$ cat src/rtl/pipe_ctrl_pkg.sv
// Shared FSM state type and default stage numbering for the pipeline controller.
package pipe_ctrl_pkg;

  typedef enum logic {
    IDLE = 1'b0,
    HOLD = 1'b1
  } flush_state_t;

  localparam int STG_IF  = 0;
  localparam int STG_ID  = 1;
  localparam int STG_EX  = 2;
  localparam int STG_MEM = 3;
  localparam int STG_WB  = 4;

  localparam int DEF_NSTAGES = STG_WB + 1;

endpackage

$ cat src/rtl/pipe_ctrl_if.sv
// Stall/flush request bundle and pipe-register control outputs of pipe_ctrl.
interface pipe_ctrl_if #(
  parameter int NSTAGES = 5,
  parameter int CNTW    = 16,
  parameter int SW      = $clog2(NSTAGES)
) ();

  logic [NSTAGES-1:0] stall;
  logic               fetch_valid;
  logic               flush_req;
  logic [SW-1:0]      flush_stage;

  logic [NSTAGES-1:0] wr_en;
  logic [NSTAGES-1:0] bubble;
  logic [NSTAGES-1:0] valid;
  logic               flush_pending;
  logic [CNTW-1:0]    stall_cnt;
  logic [CNTW-1:0]    flush_cnt;

  modport master (
    output stall, fetch_valid, flush_req, flush_stage,
    input  wr_en, bubble, valid, flush_pending, stall_cnt, flush_cnt
  );

  modport slave (
    input  stall, fetch_valid, flush_req, flush_stage,
    output wr_en, bubble, valid, flush_pending, stall_cnt, flush_cnt
  );

endinterface

$ cat src/rtl/pipe_ctrl_sat_counter.sv
// Event counter that sticks at all-ones instead of wrapping.
module sat_counter #(
  parameter int CNTW = 16
) (
  input  logic            clk,
  input  logic            reset_n,
  input  logic            inc,
  output logic [CNTW-1:0] count
);

  always_ff @(posedge clk) begin
    if (!reset_n) begin
      count <= '0;
    end else if (inc && (count != '1)) begin
      count <= count + 1'b1;
    end
  end

endmodule

$ cat src/rtl/pipe_ctrl.sv
// In-order pipeline controller: stall chaining, flush bubbles with a hold state
// for targets that cannot load yet, occupancy tracking and performance counters.
module pipe_ctrl
  import pipe_ctrl_pkg::*;
#(
  parameter int NSTAGES = DEF_NSTAGES,
  parameter int CNTW    = 16,
  parameter int SW      = $clog2(NSTAGES)
) (
  input logic        clk,
  input logic        reset_n,
  pipe_ctrl_if.slave bus
);

  localparam logic [SW-1:0] LAST_STG = SW'(NSTAGES - 1);

  flush_state_t       state;
  logic [SW-1:0]      tgt;
  logic [NSTAGES-1:0] wr_en;
  logic [NSTAGES-1:0] bubble;
  logic [NSTAGES-1:0] valid;

  logic          hold;
  logic          req_ok;
  logic          raise;
  logic          flush_active;
  logic [SW-1:0] f_tgt;
  logic          tgt_loads;

  assign hold   = (state == HOLD);
  // Stage 0 or anything past WB is not a meaningful redirect target.
  assign req_ok = bus.flush_req && (bus.flush_stage != '0) && (bus.flush_stage <= LAST_STG);
  assign raise  = req_ok && (!hold || (bus.flush_stage > tgt));

  assign flush_active = req_ok || hold;
  assign f_tgt        = raise ? bus.flush_stage : tgt;

  // NOTE: every output of this block gets a default before any conditional
  // assignment, so no path leaves a value unassigned and no latch is inferred.
  always_comb begin
    logic run;
    run    = 1'b1;
    wr_en  = '0;
    bubble = '0;
    for (int i = NSTAGES - 1; i >= 0; i--) begin
      run = run & ~bus.stall[i];
      if (flush_active && (SW'(i) < f_tgt)) begin
        wr_en[i]  = 1'b1;
        bubble[i] = 1'b1;
      end else begin
        wr_en[i]  = run;
        bubble[i] = bus.stall[i];
      end
    end
  end

  assign tgt_loads = wr_en[f_tgt];

  // NOTE: state registers use non-blocking assignments so every flop samples
  // the pre-edge values regardless of statement order.
  always_ff @(posedge clk) begin
    if (!reset_n) begin
      state <= IDLE;
      tgt   <= '0;
    end else begin
      case (state)
        IDLE: begin
          if (flush_active && !tgt_loads) begin
            state <= HOLD;
            tgt   <= f_tgt;
          end
        end
        HOLD: begin
          if (tgt_loads) begin
            state <= IDLE;
          end else begin
            tgt <= f_tgt;
          end
        end
        default: state <= IDLE;
      endcase
    end
  end

  // Bubbles propagate as cleared valid bits; a stalled register keeps its bit.
  always_ff @(posedge clk) begin
    if (!reset_n) begin
      valid <= '0;
    end else begin
      if (wr_en[0]) begin
        valid[0] <= bus.fetch_valid & ~flush_active;
      end
      for (int i = 1; i < NSTAGES; i++) begin
        if (wr_en[i]) begin
          valid[i] <= valid[i-1] & ~bubble[i-1];
        end
      end
    end
  end

  sat_counter #(.CNTW(CNTW)) u_stall_cnt (
    .clk     (clk),
    .reset_n (reset_n),
    .inc     (~wr_en[0]),
    .count   (bus.stall_cnt)
  );

  sat_counter #(.CNTW(CNTW)) u_flush_cnt (
    .clk     (clk),
    .reset_n (reset_n),
    .inc     (raise),
    .count   (bus.flush_cnt)
  );

  assign bus.wr_en         = wr_en;
  assign bus.bubble        = bubble;
  assign bus.valid         = valid;
  assign bus.flush_pending = hold;

endmodule

$ cat src/flat_wrapper.sv
// flat-port wrapper written by rule: the top's interface ports become plain ports
module pipe_ctrl_flat import pipe_ctrl_pkg::*;
#(
  parameter int NSTAGES = DEF_NSTAGES,
  parameter int CNTW    = 16,
  parameter int SW      = $clog2(NSTAGES)
)
  (clk, reset_n, bus_stall, bus_fetch_valid, bus_flush_req, bus_flush_stage, bus_wr_en, bus_bubble, bus_valid, bus_flush_pending, bus_stall_cnt, bus_flush_cnt);
  pipe_ctrl_if #(.NSTAGES(NSTAGES), .CNTW(CNTW), .SW(SW)) bus_i ();
  input logic clk;
  input logic reset_n;
  input wire logic [$bits(bus_i.stall)-1:0] bus_stall;
  input wire logic [$bits(bus_i.fetch_valid)-1:0] bus_fetch_valid;
  input wire logic [$bits(bus_i.flush_req)-1:0] bus_flush_req;
  input wire logic [$bits(bus_i.flush_stage)-1:0] bus_flush_stage;
  output wire logic [$bits(bus_i.wr_en)-1:0] bus_wr_en;
  output wire logic [$bits(bus_i.bubble)-1:0] bus_bubble;
  output wire logic [$bits(bus_i.valid)-1:0] bus_valid;
  output wire logic [$bits(bus_i.flush_pending)-1:0] bus_flush_pending;
  output wire logic [$bits(bus_i.stall_cnt)-1:0] bus_stall_cnt;
  output wire logic [$bits(bus_i.flush_cnt)-1:0] bus_flush_cnt;
  assign bus_i.stall = bus_stall;
  assign bus_i.fetch_valid = bus_fetch_valid;
  assign bus_i.flush_req = bus_flush_req;
  assign bus_i.flush_stage = bus_flush_stage;
  assign bus_wr_en = bus_i.wr_en;
  assign bus_bubble = bus_i.bubble;
  assign bus_valid = bus_i.valid;
  assign bus_flush_pending = bus_i.flush_pending;
  assign bus_stall_cnt = bus_i.stall_cnt;
  assign bus_flush_cnt = bus_i.flush_cnt;
  pipe_ctrl #(.NSTAGES(NSTAGES), .CNTW(CNTW), .SW(SW)) u_core (.clk(clk), .reset_n(reset_n), .bus(bus_i));
endmodule
$ cat config.mk
export PLATFORM = sky130hd
export DESIGN_NAME = pipe_ctrl_flat
export DESIGN_NICKNAME = d
export VERILOG_FILES = /design/src/rtl/pipe_ctrl_pkg.sv /design/src/rtl/pipe_ctrl_if.sv /design/src/rtl/pipe_ctrl_sat_counter.sv /design/src/rtl/pipe_ctrl.sv /design/src/flat_wrapper.sv
export SDC_FILE = /design/constraint.sdc
export NUM_CORES = 1
export LEC_CHECK = 0
export ABC_AREA = 0
export BUFFER_PORTS_ARGS = -buffer_cell sky130_fd_sc_hd__buf_2
export CORE_ASPECT_RATIO = 0.75
export CORE_MARGIN = 2
export CORE_UTILIZATION = 45
export CTS_CLUSTER_SIZE = 40
export DETAILED_ROUTE_END_ITERATION = 16
export HOLD_SLACK_MARGIN = 0.08
export PLACE_DENSITY = 0.69
export REMOVE_ABC_BUFFERS = 1
export SYNTH_ARGS = -nofsm -noshare
export SYNTH_HDL_FRONTEND = slang
export SYNTH_SLANG_ARGS = --single-unit
$ cat constraint.sdc
create_clock -name clk -period 4.55 [get_ports clk]
set_input_delay 0.91 -clock clk [delete_from_list [all_inputs] [get_ports clk]]
set_output_delay 0.91 -clock clk [all_outputs]
set_load 0.05 [all_outputs]
[Yosys cells after proc, flatten, opt, wreduce, memory -nomap -nowiden]
Index checks and enable logic that the tools add are counted.
Widths: inputs -> output; s select.
Word-level totals
  register bits: 41
  bits of input ports: 12
  output and inout port bits: 48
Cells by class
  add/sub/neg operators: 2
  $lt $le $gt $ge: 8
  equality and inequality tests: 4
  muxes and demuxes: 19
  bitwise logic cells: 21
  reductions and logical operators: 17
Operator list (count)
  $add 16x1->16 const B: 2
  $ne 16x16->1 const B: 2
  $mux 1: 13
  $not 1->1: 12
  $logic_and 1x1->1: 11
  $and 1x1->1: 9
  $mux 3: 3
  $lt 1x3->1 const A: 2
  $lt 2x3->1 const A: 2
  $pmux 3 s2: 1
  $lt 3x4->1 const B: 1
  $bmux 1 s3: 1
  $gt 3x3->1: 1
  $le 3x3->1 const B: 1
  $lt 3x3->1 const A: 1
  $reduce_bool 3->1: 1
  $logic_not 1->1: 2
  $logic_or 1x1->1: 2
  $ne 2x1->1 const B: 1
  $ne 2x2->1 const B: 1
  $pmux 1 s2: 1
  $reduce_and 2->1: 1

[Longest topological paths before layout]
  depth after elaboration: 14
  gate-level depth with buffers: 12

[Modules after synthesis]
Synthesis repeated with hierarchy kept, for this count alone.
Unflattened totals
  cells, all modules: 302
  area, all modules: 2529.9 µm²
Modules (own cells, without submodules)
  sat_counter: instances 2, cells each 97, area each 837.1 µm², seq. area each 320.3 µm²
  pipe_ctrl: instances 1, cells each 108, area each 855.8 µm², seq. area each 180.2 µm²

[Least setup slack after synthesis]
OpenSTA, ideal clock, no wires.
  path type: in2out
  start: in bus_flush_stage[0]
  end: out bus_wr_en[4]
  arrival: 3.354 ns
  slack: 0.286 ns
  cell stages on the path: 8
  cell sequence: inv_1 > ha_1 > and3_1 > o21ai_1 > and3_4 > buf_6 > o21ai_0 > o21ai_0
Between the ends
  longest elaborated chain between the ends: 8
RTL lines
  start, declared: line flat_wrapper.sv:15  | input wire logic [$bits(bus_i.flush_stage)-1:0] bus_flush_stage;
  parallel branches: the longest is 6 deep, another holds $le 3x3->1
  $logic_and 1x1->1 (*): line pipe_ctrl.sv:47  | if (flush_active && (SW'(i) < f_tgt)) begin
  $mux 1 (*): line pipe_ctrl.sv:47
  end, declared: line flat_wrapper.sv:16  | output wire logic [$bits(bus_i.wr_en)-1:0] bus_wr_en;
Mark *: on every way between the ends.

[Worst setup path in the final report]
Ends and elaborated chain as after synthesis.

==> metrics.md <==
| Metric | Value |
|---|---|
| Status | finished clean |
| DR vias/cell | ~5.5 |
| Crit-path cells | buf_2 -> inv_1 -> ha_1 -> and3_1 -> o21ai_1 -> and3_4 -> o21ai_0 -> o21ai_0 -> buf_2 |
| WHS | roughly 0.48 ns |
| Initial Utilization | 47.4% |
| Crit share post-route | just under 90% |
| Top post-synthesis cells by area | dfxtp_1 (35%), nor2_1 (4.4%), nand3_1 (4.2%) |
| Worst r2r dst | u_core.u_stall_cnt.count[11] |
| Synth Register Bits | 41 |
| Worst-path fanout max | 10 |
| Clk root buf | clkbuf_8 |
| Number of global-route vias before repair | between 2000 and 2500 |
| Min-delay worst type | flop to flop |
| Total power density per cell area | between 300 and 400 nW/µm² |
| Tot Pwr | between 0.0008 and 0.0009 W |
| Crit. End Element | output pin |
| Drt drc | 0 |
| TritonCTS Buffers | 5 |
| Final setup vio count | 0 |
| P_leak | between 1 and 1.5 nW |
| Crit path from | bus_flush_stage[0] |
| Hold Vio Cnt, Final | 0 |
| I/O pins | 60 |
| DR vias | 2299 |
| Sequential-to-total area share from yosys stat | 34.7% |
| Number of flops mapped to enable cells by yosys | 0 |
| Setup tns final | 0 ns |
| Critical Path AT | around 3.1 ns |
| Die area | about 5900 µm² |
| Cts hold-fix bufs | 0 |
| Post-Route WL | approximately 5700 µm |
| Die Span Y | 66.8 µm |
| Ys flop type | dfxtp_1 |
| Slowest CP cell | o21ai_1 |
| Clock Latency Late Sink | between 0.2 and 0.3 ns |
| R2R cell count | 10 |
| Detailed Place HPWL | between 4000 and 5000 µm |
| Initial antenna violation count | 0 |
| Final GP Congestion | approximately 0.94 |
| Measured slew at the worst slew-check pin | just under 1 ns |
| # nets final | approximately 360 |
| Die width | about 88 µm |
| Synth cell types | 60 |
| Max incr delay on CP | roughly 0.40 ns |
| Ys Warns | 0 |
| 1st-pass router iterations | 4 |
| Total grt overflow | 0 |
| Synth cell count leaders | dfxtp_1 (41), nor2_1 (28), nand2_1 (20), nand3_1 (20), o21ai_0 (16) |
| Layout Area Growth over Synthesis | 17.8% |
| Pin count of the biggest net entering global routing | 31 |
| Port-buffer cells | approximately 60 |
| Worst vdd ir | roughly 0.14 mV |
| Max Root-Sink Buffers | 2 |
| Core ar. | about 5000 µm² |
| Slew Viols, Final | 0 |
| Htree depth | 2 |
| FFs w/ async S/R, synth | 0% |
| Gate Count Post-Synth | ~290 |
| Setup crit end | bus_wr_en[4] |
| Cell area after synthesis | 2360 µm² |
| WL per Instance | about 14 µm |
| FP Rows | 22 |
| Avg Inst Size Synth | 8.24 µm² |
| ANT cells | 0 |
| Unrepaired setup endpoints after global routing | false |
| CTS tree | yes |
| First-pass GRT wire length | around 9300 µm |
| Reg2reg setup slack | 1.43 ns |
| Final core occ | around 56% |
| Critical path required time | between 3 and 4 ns |
| Final WS setup | roughly 0.51 ns |
| Headroom to the max-slew limit | 34.4% |
| Crit start category | input port |
| CP Class | input port to output pin |
| Top-count cell post-synth | dfxtp_1 |
| Fin crit period | around 4.0 ns |
| Worst clock skew | between 0.003 and 0.004 ns |
| Routed Antenna Nets | 0 |
| Area share of the largest cell type after synthesis | roughly a third |
| Place WS | between 0.5 and 0.6 ns |
| Post-CTS Setup Repair Bufs | 0 |
| Post-synth top area cell | dfxtp_1 |
| DRT iter0 DRCs | 220 |
| Clock Pin Slew Worst Setup and Hold Paths | about 0.070 ns |
| Total GRT Usage | 20.2% |
| Max Cap Viol | 0 |
| Clock sinks | between 40 and 50 |
| Fmax | 0.248 GHz |
| Layout cells sized above 1 | about a quarter |
| Gates resized, CTS repair | 0 |
| R2r startpoint | u_core.tgt[1] |
cells by family (layout without fill, tap and decap cells):
group / count (synthesis) / count (layout) / share of synthesized area (%)
simple gates: 136 / 136 / 31.9
fa+ha+maj: 5 / 5 / 2.65
flops: 41 / 41 / 34.7
buf+inv: 24 / 82 / 4.71
mux: 6 / 6 / 2.91
compound gates: 57 / 57 / 16.5
xor+xnor: 18 / 18 / 6.67
layout make-up:
type,count,area (µm²)
inverter,12,45.0
tap,72,90.1
multi-input combinational,222,1430
fill,501,2200
sequential,41,821
timing repair buffer,62,318
clock buffer,8,80.1
state kept, by name, summed over array words and instances (netlist names):
| name | cells |
|---|---|
| u_core.bus.flush_pending | 1 |
| u_core.bus.valid | 5 |
| u_core.tgt | 3 |
| u_core.u_flush_cnt.count | 16 |
| u_core.u_stall_cnt.count | 16 |
where the power goes:
part	switching, W	internal, W	total, W	leakage [nW]
logic	0.000158	0.0000682	0.000226	0.783
registers	0.0000203	0.000371	0.000391	0.332
clock network	0.000119	0.000109	0.000228	0.0395
per-stage QoR:
| step | instances | cell area [µm²] |
|---|---|---|
| 2_1_floorplan | 275 | 2300 |
| 3_3_place_gp | 409 | 2710 |
| 3_5_place_dp | 409 | 2710 |
| 4_1_cts | 417 | 2790 |
| 5_1_grt | 417 | 2790 |
| 6_report | 417 | 2790 |
routing by layer:
metal	up-vias	wire length (µm)	GRT usage (%)
met5	-	0	0
met4	0	63	6.15
met3	7	466	4.46
met2	95	2220	29.3
met1	1033	2910	29.7
li1	1164	-	-
worst max-delay path: cells and delay by family:
kind | cells | cell delay, ns
compound gates | 3 | 0.84
fa+ha+maj | 1 | 0.28
buf+inv | 3 | 0.54
simple gates | 2 | 0.55
worst min-delay path by stage:
stage / startpoint / end / slack (ns) / cells after the start
global route: u_core.bus.valid[2] / u_core.bus.valid[2] / 0.51 / 2
floorplan: u_core.tgt[0] / u_core.tgt[0] / 0.50 / 2
finish: u_core.bus.valid[1] / u_core.bus.valid[2] / 0.48 / 2
global placement: u_core.bus.valid[4] / u_core.bus.valid[4] / 0.48 / 2
detailed placement: u_core.bus.valid[1] / u_core.bus.valid[2] / 0.48 / 2
CTS: u_core.bus.valid[1] / u_core.bus.valid[2] / 0.49 / 2
cells in the final DEF, fill, tap and decap left out, drive strengths merged, types with 2 or more instances in the layout:
cell	n
a21oi	15
nor3	7
or4	3
o21ai	18
nand2b	3
ha	5
o31ai	3
nand3b	2
nand3	20
nor2	28
o211ai	3
and2	6
nand2	20
nand4	10
and2b	2
o311ai	2
nand4b	2
inv	12
and3	5
xor2	9
clkbuf	8
or3	10
a21o	2
or2	6
xnor2	9
dfxtp	41
nor4	5
mux2i	5
a31oi	4
a221oi	2
buf	62
No activity file was read; power rests on OpenSTA's default activity.
